===== src/rtl/led_pwm_dimmer_if.sv =====
// Avalon-MM register port for the LED PWM dimmer.
// Master drives address/strobes/writedata; slave returns readdata.
interface led_pwm_dimmer_if;
    logic [1:0]  address;
    logic        chipselect;
    logic        read;
    logic        write;
    logic [31:0] writedata;
    logic [31:0] readdata;

    modport master (
        output address, chipselect, read, write, writedata,
        input  readdata
    );

    modport slave (
        input  address, chipselect, read, write, writedata,
        output readdata
    );
endinterface


===== src/rtl/led_pwm_dimmer.sv =====
// LED PWM dimmer: global brightness, blink envelope and polarity
// applied to the 10-bit LED pattern, configured over Avalon-MM.
module led_pwm_dimmer #(
    parameter int PWM_BITS = 8,
    parameter int PRE_W    = 16,
    parameter int BLINK_W  = 16
) (
    input  logic                   clk,
    input  logic                   reset_n,
    led_pwm_dimmer_if.slave        bus,
    input  logic [9:0]             led_in,
    output logic [9:0]             led_pwm_out
);

    localparam logic [PWM_BITS-1:0] PWM_MAX = '1;

    logic                wr, rd;
    logic                ctrl_wr;
    logic                enable, blink_en, invert;
    logic [PWM_BITS-1:0] duty, duty_act;
    logic [PRE_W-1:0]    prescale, pre_cnt;
    logic [BLINK_W-1:0]  blink, blink_cnt;
    logic [PWM_BITS-1:0] pwm_cnt;
    logic                blink_phase;
    logic                tick, wrap, clr, blink_clr;
    logic                pwm_on, gate;
    logic [31:0]         rd_val;
    logic                unused_wdata;

    assign wr      = bus.chipselect & bus.write;
    assign rd      = bus.chipselect & bus.read & ~bus.write;
    assign ctrl_wr = wr && (bus.address == 2'd0);

    // Counters clear on the same edge a CTRL write drops enable,
    // so a coincident period wrap cannot leave them non-zero.
    assign clr       = ~enable | (ctrl_wr & ~bus.writedata[0]);
    assign blink_clr = clr | ~blink_en;

    assign tick   = (pre_cnt >= prescale);
    assign wrap   = tick && (pwm_cnt == PWM_MAX);
    assign pwm_on = (pwm_cnt < duty_act);
    assign gate   = enable & pwm_on & blink_phase;

    assign unused_wdata = ^bus.writedata;

    always_ff @(posedge clk or negedge reset_n) begin
        if (!reset_n) begin
            enable   <= 1'b0;
            blink_en <= 1'b0;
            invert   <= 1'b0;
            duty     <= '0;
            prescale <= '0;
            blink    <= '0;
        end else if (wr) begin
            case (bus.address)
                2'd0: begin
                    enable   <= bus.writedata[0];
                    blink_en <= bus.writedata[1];
                    invert   <= bus.writedata[2];
                end
                2'd1: duty     <= bus.writedata[PWM_BITS-1:0];
                2'd2: prescale <= bus.writedata[PRE_W-1:0];
                2'd3: blink    <= bus.writedata[BLINK_W-1:0];
                default: ;
            endcase
        end
    end

    always_comb begin
        rd_val = '0;
        case (bus.address)
            2'd0: rd_val[2:0] = {invert, blink_en, enable};
            2'd1: rd_val[PWM_BITS-1:0] = duty;
            2'd2: rd_val[PRE_W-1:0] = prescale;
            2'd3: begin
                rd_val[BLINK_W-1:0] = blink;
                rd_val[31]          = blink_phase;
            end
            default: ;
        endcase
    end

    always_ff @(posedge clk or negedge reset_n) begin
        if (!reset_n) begin
            bus.readdata <= '0;
        end else begin
            bus.readdata <= rd ? rd_val : 32'd0;
        end
    end

    always_ff @(posedge clk or negedge reset_n) begin
        if (!reset_n) begin
            pre_cnt <= '0;
            pwm_cnt <= '0;
        end else if (clr) begin
            pre_cnt <= '0;
            pwm_cnt <= '0;
        end else if (tick) begin
            pre_cnt <= '0;
            pwm_cnt <= pwm_cnt + 1'b1;
        end else begin
            pre_cnt <= pre_cnt + 1'b1;
        end
    end

    // Software DUTY only reaches the comparator between periods.
    always_ff @(posedge clk or negedge reset_n) begin
        if (!reset_n) begin
            duty_act <= '0;
        end else if (!enable || wrap) begin
            duty_act <= duty;
        end
    end

    always_ff @(posedge clk or negedge reset_n) begin
        if (!reset_n) begin
            blink_cnt   <= '0;
            blink_phase <= 1'b1;
        end else if (blink_clr) begin
            blink_cnt   <= '0;
            blink_phase <= 1'b1;
        end else if (wrap) begin
            if (blink_cnt >= blink) begin
                blink_cnt   <= '0;
                blink_phase <= ~blink_phase;
            end else begin
                blink_cnt <= blink_cnt + 1'b1;
            end
        end
    end

    always_ff @(posedge clk or negedge reset_n) begin
        if (!reset_n) begin
            led_pwm_out <= '0;
        end else begin
            led_pwm_out <= (gate ? led_in : 10'b0) ^ {10{invert}};
        end
    end

endmodule

===== src/flat_wrapper.sv =====
// flat-port wrapper written by rule: the top's interface ports become plain ports
module led_pwm_dimmer_flat 
#(
    parameter int PWM_BITS = 8,
    parameter int PRE_W    = 16,
    parameter int BLINK_W  = 16
)
  (clk, reset_n, led_in, led_pwm_out, bus_address, bus_chipselect, bus_read, bus_write, bus_writedata, bus_readdata);
  led_pwm_dimmer_if bus_i ();
  input  logic clk;
  input  logic reset_n;
  input  logic [9:0] led_in;
  output logic [9:0] led_pwm_out;
  input wire logic [$bits(bus_i.address)-1:0] bus_address;
  input wire logic [$bits(bus_i.chipselect)-1:0] bus_chipselect;
  input wire logic [$bits(bus_i.read)-1:0] bus_read;
  input wire logic [$bits(bus_i.write)-1:0] bus_write;
  input wire logic [$bits(bus_i.writedata)-1:0] bus_writedata;
  output wire logic [$bits(bus_i.readdata)-1:0] bus_readdata;
  assign bus_i.address = bus_address;
  assign bus_i.chipselect = bus_chipselect;
  assign bus_i.read = bus_read;
  assign bus_i.write = bus_write;
  assign bus_i.writedata = bus_writedata;
  assign bus_readdata = bus_i.readdata;
  led_pwm_dimmer #(.PWM_BITS(PWM_BITS), .PRE_W(PRE_W), .BLINK_W(BLINK_W)) u_core (.clk(clk), .reset_n(reset_n), .bus(bus_i), .led_in(led_in), .led_pwm_out(led_pwm_out));
endmodule

===== config.mk =====
export PLATFORM = sky130hd
export DESIGN_NAME = led_pwm_dimmer_flat
export DESIGN_NICKNAME = d
export VERILOG_FILES = /design/src/rtl/led_pwm_dimmer_if.sv /design/src/rtl/led_pwm_dimmer.sv /design/src/flat_wrapper.sv
export SDC_FILE = /design/constraint.sdc
export NUM_CORES = 1
export LEC_CHECK = 0
export CAP_MARGIN = 20
export CELL_PAD_IN_SITES_DETAIL_PLACEMENT = 1
export CELL_PAD_IN_SITES_GLOBAL_PLACEMENT = 2
export CORE_ASPECT_RATIO = 0.9
export CORE_MARGIN = 2
export CORE_UTILIZATION = 36
export DETAILED_ROUTE_END_ITERATION = 10
export PLACE_DENSITY = 0.83
export SLEW_MARGIN = 25
export SYNTH_ARGS = -nofsm -noshare
export SYNTH_HDL_FRONTEND = slang
export SYNTH_SLANG_ARGS = --single-unit

===== constraint.sdc =====
create_clock -name clk -period 3.1 [get_ports clk]
set_clock_uncertainty 0.2 [all_clocks]
set_input_delay 0.62 -clock clk [delete_from_list [all_inputs] [get_ports clk]]
set_output_delay 0.62 -clock clk [all_outputs]
set_load 0.02 [all_outputs]

# Yosys cells after proc, flatten, opt, wreduce, memory -nomap -nowiden
# Cells that the tools add are included.
# totals
regBits	134
inputBits	49
output_inout_bits	42
elab_cells	66
# op_classes
add_sub_neg	3
magnitude_cmp	3
eq_ne	4
n_mux	16
n_bitwise	14
n_reduce_logical	13
# op_table
op	count
$mux 16	5
$add 16x1->16 const B	2
$ge 16x16->1	2
$mux 32	1
$mux 8	2
$pmux 8 s2	1
$pmux 5 s3	1
$pmux 3 s4	1
$mux 10	1
$reduce_and 2->1	5
$xor 10x10->10	1
$add 8x1->8 const B	1
$eq 8x8->1 const B	1
$lt 8x8->1	1
$and 1x1->1	6
$reduce_bool 2->1	3
$not 1->1	5
$eq 2x2->1 const B	2
$mux 1	4
$eq 2x1->1 const B	1
$logic_and 1x1->1	2
$logic_not 2->1	1
$or 1x1->1	2
$logic_not 1->1	1
$logic_or 1x1->1	1

# Logic depth before layout (Yosys ltp)
# Gate-level depths: netlist of the first run.
# depth
word_depth	7
ltp_mapped	11

# Least setup slack after synthesis of the first run
# No wires, ideal clock.
# synth_path
kind	reg2reg
startpoint	register u_core.pre_cnt[0]
endpoint	register u_core.duty_act[0]
arrival_time_ns	2.236
t_required_ns	2.775
path_slack_ns	0.539
stages_incl_launch_ff	11
n_path_buf	1
path_cell_list	dfrtp_1 -> inv_1 -> ha_1 -> nand2b_4 -> a2111oi_2 -> o311a_1 -> o21ai_2 -> buf_6 -> nand2_2 -> o21ai_4 -> mux2_2
# synth_via
elab_chain_len	3
# synth_rtl
element	line	rtl
start, declared	led_pwm_dimmer.sv:21	logic [PRE_W-1:0] prescale, pre_cnt;
start signal, assigned	led_pwm_dimmer.sv:102	pre_cnt <= pre_cnt + 1'b1;
$ge 16x16->1	led_pwm_dimmer.sv:39	assign tick = (pre_cnt >= prescale);
$logic_and 1x1->1	led_pwm_dimmer.sv:40	assign wrap = tick && (pwm_cnt == PWM_MAX);
$logic_or 1x1->1	led_pwm_dimmer.sv:110	end else if (!enable || wrap) begin
end signal, assigned	led_pwm_dimmer.sv:111	duty_act <= duty;
end, declared	led_pwm_dimmer.sv:20	logic [PWM_BITS-1:0] duty, duty_act;
# No other way between the ends.
# A chain may end at the register's enable or synchronous reset.

# Final worst setup path of the first run
# layout_path
startpoint	register u_core.pre_cnt[0]
endpoint	register u_core.blink_cnt[4]
# layout_via
elab_chain_len	3
# layout_rtl
element	line	rtl
$ge 16x16->1	led_pwm_dimmer.sv:39	
$logic_and 1x1->1	led_pwm_dimmer.sv:40	
$reduce_bool 2->1 (no line)	n/a	
end signal, assigned	led_pwm_dimmer.sv:127	blink_cnt <= blink_cnt + 1'b1;
end, declared	led_pwm_dimmer.sv:22	logic [BLINK_W-1:0] blink, blink_cnt;
# No other way between the ends.

==> results.txt, run 1 <==
Fin Setup TNS: 0 ps
Ratio of cells with drive above 1 in the final layout: 0.1850
Setup bufs post-CTS: 0
DR WL/cell: 17.48 um
Cells along the critical path: inv_1 > ha_1 > nand2b_4 > a2111oi_2 > o311a_1 > o21ai_2 > a31oi_4 > nor2b_1 > buf_4 > a31o_2
Post-layout min period: 2938 ps
CTS tree: done
Setup-failing EPs final: 0
Post-synth EDFFs: 0
Logic pwr share: 0.190
PnR worst setup slack: 161.7 ps
Hold Worst Slack: 302.1 ps
Slew @ Worst Pin: 665.9 ps
Die Span X: 143.6 um
Via count: 4489
Sw Ratio: 0.2723
Clock latency on the worst-skew pair: 430 ps
Fin. max-slew vios: 0
Reg clk slew, reported paths: 60 ps
Ports: 91
Gate Count Post-Synth: 573
# rows: 45
CTS Sinks: 119
Drt total wl: 15.74 mm
HPWL after DPL: 11.46 mm
Critical Path AT: 3060 ps
Critical Path RT: 3220 ps
Core area: 17000 um^2
Max incr delay on CP: 460 ps
Clock Power Share: 0.426
Detailed Routing Iterations Pass 1: 5
Fill cell count: 1866
Part of the power in registers: 0.384
Util after Layout: 0.4606
Die ar.: 18630 um^2
Seq/Total Area, Yosys: 0.4716
Pwr dens: 641.6 nW/um^2
Clock Tree Root: clkbuf_16
Synth top area share: 0.4674
Global-route usage over all layers: 0.1856
Worst-path maximum fanout: 11
Yosys warns: 0
Headroom to the max-slew limit: 0.5553
N_diodes: 0
Yosys reg bits: 119
Via/cell ratio: 4.988
Area Overhead vs Synth: 23.97%
Int Pwr: 3.656 mW
Routability cong.: 0.7790
Ys flop type: dfrtp_1
Post-cts resize count: 0
Fmax: 0.3403 GHz
Post-route ant nets: 0
Synth unique cells: 59
Final hold violation count: 0
Leak pwr: 3.657 nW
Outcome: complete, no violations
Starting density of the core: 0.3715
Iter 0 DRT Violations: 195
RSZ-0062 raised after global routing: false
Critical path buffers and inverters: 2
TritonCTS buffer count: 17
Worst Setup Path Type: flip-flop to flip-flop
Synth area leaders: dfrtp_1, mux2_2, ha_1
VDD IR max: 0.0004085 V
Synth Cell Area: 6317 um^2
CTS H-tree depth: 4
Reg2Reg Setup Slack: 160 ps
Share of flip-flops with an asynchronous set or reset: 1.000
Die H: 129.7 um
Tcrit/Tclk final: 0.9478
Most frequent cells in the layout: dfrtp_1, clkdlybuf4s50_1, mux2_2, nor2_1, nand2_1
Dpl ws: 149.7 ps
Grt ovf: 0
CP max stage cell: dfrtp_1
Initial antenna violation count: 0
Syn avg cell area: 11.02 um^2
Maxcap violations: 0
First-pass GRT wire length: 26.12 mm
# port buffers: 59
Cell taking the most area after synthesis: dfrtp_1
Critical Path Start Type: flip-flop
Final cell count without fillers: 900
Commonest non-fill, non-tap cell in the layout: dfrtp_1
Vias in the first global route: 4981
Sw power: 1.368 mW
CP delay by family, top: compound AO/OA/AOI/OAI gates
Final net count: 743
DRC violations left: 0
Hold Crit Class: flip-flop to flip-flop
Crit. End Element: flip-flop
Pin count of the biggest net entering global routing: 58
Placed Cells: 867
Max clock buf depth: 2
-- metal layers --
metal	wire, um	part of all wire	vias to the layer above	global-route usage
li1	-	-	2110	-
met4	269	0.017	0	0.06344
met3	463	0.029	22	0.04545
met2	7605	0.48	72	0.3034
met5	0	0	-	0
met1	7398	0.47	2285	0.2423
-- sequential cells by signal, indices dropped and copies added (netlist names) --
register / cells
u_core.enable: 1
u_core.bus.readdata: 17
u_core.prescale: 16
u_core.pwm_cnt: 8
u_core.pre_cnt: 16
u_core.blink: 16
u_core.blink_phase: 1
u_core.duty: 8
u_core.duty_act: 8
u_core.blink_en: 1
u_core.invert: 1
u_core.led_pwm_out: 10
u_core.blink_cnt: 16
-- power groups by stage --
| stage | Clock, mW | Combinational, mW | Sequential, mW |
|---|---|---|---|
| after floorplan | 0 | 0.596 | 1.95 |
| after global placement | 0 | 0.915 | 1.94 |
| after detailed placement | 0 | 0.961 | 1.96 |
| after CTS | 2.18 | 0.970 | 1.93 |
| after global routing | 2.25 | 1.05 | 1.96 |
| final | 2.14 | 0.955 | 1.93 |
-- synthesized netlist by cell type (10+ instances only) --
cell     instances
xor2_1          18
a22oi_1         10
inv_1           43
mux2_2          48
nand2_1         45
nor2_1          46
xnor2_1         14
and3_1          11
buf_4           15
o21ai_0         11
dfrtp_1        118
ha_1            42
nand3_1         19
nand4_1         12
-- cell families after synthesis --
logic type / synth area share
other: 0.0005936
XOR/XNOR: 0.04437
adder cells (fa/ha/maj): 0.08318
buffers and inverters: 0.06001
AO/OA/AOI/OAI: 0.08932
multiplexers: 0.1105
AND/OR/NAND/NOR: 0.1404
flip-flops: 0.4716
-- final cells by class --
type,count,area (um^2),area share
timing repair buffer,77,750.7,0.09586
tap,235,294.0,0.03755
sequential,119,2979,0.3804
clock buffer,24,491.7,0.06279
multi-input combinational,394,3012,0.3846
clock inverter,8,142.6,0.01821
inverter,43,161.4,0.02061
-- through the flow --
step	power [mW]	instance area [um^2]
finish	5.024	7831
global route	5.265	7831
CTS	5.077	7831
detailed placement	2.919	7187
floorplan	2.544	6370
global placement	2.852	7187
-- final timing paths --
kind | from | to | cells past startpoint
max reg2reg | u_core.pre_cnt[0] | u_core.blink_cnt[4] | 10
max | u_core.pre_cnt[0] | u_core.blink_cnt[4] | 10
min | u_core.prescale[3] | u_core.prescale[3] | 1
min reg2reg | u_core.prescale[3] | u_core.prescale[3] | 1
max in group asynchronous | reset_n | u_core.prescale[0] | 3
min in group asynchronous | reset_n | u_core.led_pwm_out[0] | 2
-- repair_timing --
action                     4_1_cts  5_1_grt
hold buffers                     1        0
setup endpoints to repair        0        0
hold endpoints to repair        34        0
Power figures use the tool's default switching activity.
==> run 2, diff against run 1 <==
--- a/config.mk
+++ b/config.mk
@@ -12,6 +12,7 @@
 export CORE_MARGIN = 2
 export CORE_UTILIZATION = 36
 export DETAILED_ROUTE_END_ITERATION = 10
+export GPL_TIMING_DRIVEN = 1
 export PLACE_DENSITY = 0.83
 export SLEW_MARGIN = 25
 export SYNTH_ARGS = -nofsm -noshare
==> results of run 2 <==
No change in the layout: final DEF, timing and power equal those of run 1.
==> run 3, diff against run 2 <==
--- a/config.mk
+++ b/config.mk
@@ -11,6 +11,7 @@
 export CORE_ASPECT_RATIO = 0.9
 export CORE_MARGIN = 2
 export CORE_UTILIZATION = 36
+export CTS_CLUSTER_DIAMETER = 200
 export DETAILED_ROUTE_END_ITERATION = 10
 export GPL_TIMING_DRIVEN = 1
 export PLACE_DENSITY = 0.83
==> results of run 3 <==
No change in the layout: final DEF, timing and power equal those of run 1.
==> variant (config.mk and constraints of run 3) <==
`PRE_W` is set to 16 in 2 places; all go to 32.
--- a/src/rtl/led_pwm_dimmer.sv
+++ b/src/rtl/led_pwm_dimmer.sv
@@ -2,7 +2,7 @@
 // applied to the 10-bit LED pattern, configured over Avalon-MM.
 module led_pwm_dimmer #(
     parameter int PWM_BITS = 8,
-    parameter int PRE_W    = 16,
+    parameter int PRE_W    = 32,
     parameter int BLINK_W  = 16
 ) (
     input  logic                   clk,
--- a/src/flat_wrapper.sv
+++ b/src/flat_wrapper.sv
@@ -2,7 +2,7 @@
 module led_pwm_dimmer_flat 
 #(
     parameter int PWM_BITS = 8,
-    parameter int PRE_W    = 16,
+    parameter int PRE_W    = 32,
     parameter int BLINK_W  = 16
 )
   (clk, reset_n, led_in, led_pwm_out, bus_address, bus_chipselect, bus_read, bus_write, bus_writedata, bus_readdata);
Check against the original RTL: not equivalent (a bounded check fails within 4 cycles, from zero or initial values and one cycle with reset_n low).
==> variant against run 3 <==
First-iteration DRC count up 99%; sequential power is 37% higher; area after synthesis is 34% higher; critical path depth down 2; total power is 25% higher; core utilization shrank 0.93 points; via count increased by 36%; routed wire length up 36%; sequential cell count increased by 47; final area up 34%; count of clock-buffer cells in the layout is 7 lower; setup slack lost 12 ps; critical path type unchanged; largest cell class is now flip-flops and latches; largest power group is now registers; highest routed layer unchanged.
==> variant: results (changes against run 3) <==
| Metric | Value |
|---|---|
| Post-CTS Setup Inserts | 0 (unchanged) |
| Placed instance area | 9790 sq um (was 7190 sq um) |
| Hold Startpoint | u_core.prescale[16] (was u_core.prescale[3]) |
| Post-CTS sizing | 1 (was 0) |
| Synth top cells by count | dfrtp_1, inv_1, mux2_2, nor2_1, ha_1 (was dfrtp_1, mux2_2, nor2_1) |
| I/O Buffers | 90 (was 59) |
| Vias in the first global route | 6477 (was 4981) |
| Initial DRC count | 388 (was 195) |
| Critical Path Max Stage Delay | 430 ps (was 460 ps) |
| Fmax | 0.339 GHz (was 0.340 GHz) |
| Worst path slowest cell | dfrtp_1 (unchanged) |
| EDFF count, synth | 0 (unchanged) |
| Clock latency on the worst-skew pair | 440 ps |
| Crit-path max FO | 15 (was 11) |
| Data arrival, critical path | 3070 ps (was 3060 ps) |
| # placed instances | 1167 (was 867) |
| # hold bufs at CTS | 1 (unchanged) |
| CTS Buf Count | 17 (unchanged) |
| Share of layout cells above drive strength 1 | 16.1% (was 18.5%) |
| Worst Reg-to-Reg Cells | 8 (was 10) |
| Clk root buf | clkbuf_16 (unchanged) |
| Critical path origin | u_core.pre_cnt[23] (was u_core.pre_cnt[0]) |
| Synthesized area per cell | 10.8 sq um (was 11.0 sq um) |
| Yosys top cell area share | 48.8% (was 46.7%) |
| Slew @ Worst Pin | 688 ps (was 666 ps) |
| CP endpoint | u_core.blink_cnt[13] (was u_core.blink_cnt[4]) |
| Critical path's top delay family | compound AO/OA/AOI/OAI gates (unchanged) |
| Yosys cell types | 63 (was 59) |
| VDD IR-drop max | 0.383 mV (was 0.409 mV) |
| WL final | 21.4 mm (was 15.7 mm) |
| Total GRT Usage | 18.4% (was 18.6%) |
| Hold depth | 1 (unchanged) |
| Post-synthesis adder-cell area fraction | 8.58% (was 8.32%) |
| YS warnings | 0 (unchanged) |
| Synth Area in Compound Gates | 7.43% (was 8.93%) |
| Filler cells | 2549 (was 1866) |
| NumNets Final | 992 (was 743) |
| LEAKAGE | 4.77 nW (was 3.66 nW) |
| GP Congestion | 0.758 (was 0.779) |
| Top area cells in the synthesized netlist | dfrtp_1, mux2_2, ha_1 (unchanged) |
| Final HPWL DP | 15.0 mm (was 11.5 mm) |
| First-pass GRT wire length | 34.9 mm (was 26.1 mm) |
| Largest net degree at the start of global routing | 58 (unchanged) |
| Worst slack, placed | 66.1 ps (was 150 ps) |
| Mux contribution to synthesized area | 11.6% (was 11.1%) |
| Initial antenna violation count | 0 (unchanged) |
| Worst hold endpoint | u_core.prescale[16] (was u_core.prescale[3]) |
| Sequential-to-total area share from yosys stat | 49.1% (was 47.2%) |
| Drt wl/cell | 17.8 microns (was 17.5 microns) |
| Detail-routed via count per cell | 5.10 (was 4.99) |
| Hold Slack | 306 ps (was 302 ps) |
| Status | complete, no violations (unchanged) |
| Die X | 166 microns (was 144 microns) |
| Synth Area in XOR/XNOR | 4.45% (was 4.44%) |
[variant: metal layers]
| layer | wire length [microns] | global-route usage (%) | part of all wire [%] | vias up |
|---|---|---|---|---|
| li1 | - | - | - | 2932 |
| met1 | 10200 | 25.2 | 48 | 3069 |
| met2 | 10000 | 29.6 | 47 | 100 |
| met3 | 865 | 3.86 | 4.0 | 17 |
| met4 | 235 | 4.83 | 1.1 | 0 |
| met5 | 0 | 0 | 0 | - |
[variant: layout make-up]
class	instances	area (sq um)	share of cell area, %
clock buffers	17	425	4.06
clock inverters	15	238	2.27
repair buffers	110	1090	10.4
multi-input cells	523	3940	37.6
flip-flops and latches	166	4160	39.7
well taps	302	378	3.61
inverters	67	251	2.40
[variant: where the power goes]
part | internal, mW | leakage, nW | total [mW] | switching [mW]
clock | 1.45 | 0.323 | 2.42 | 0.967
sequential | 2.44 | 2.16 | 2.64 | 0.195
combinational | 0.591 | 2.29 | 1.22 | 0.627
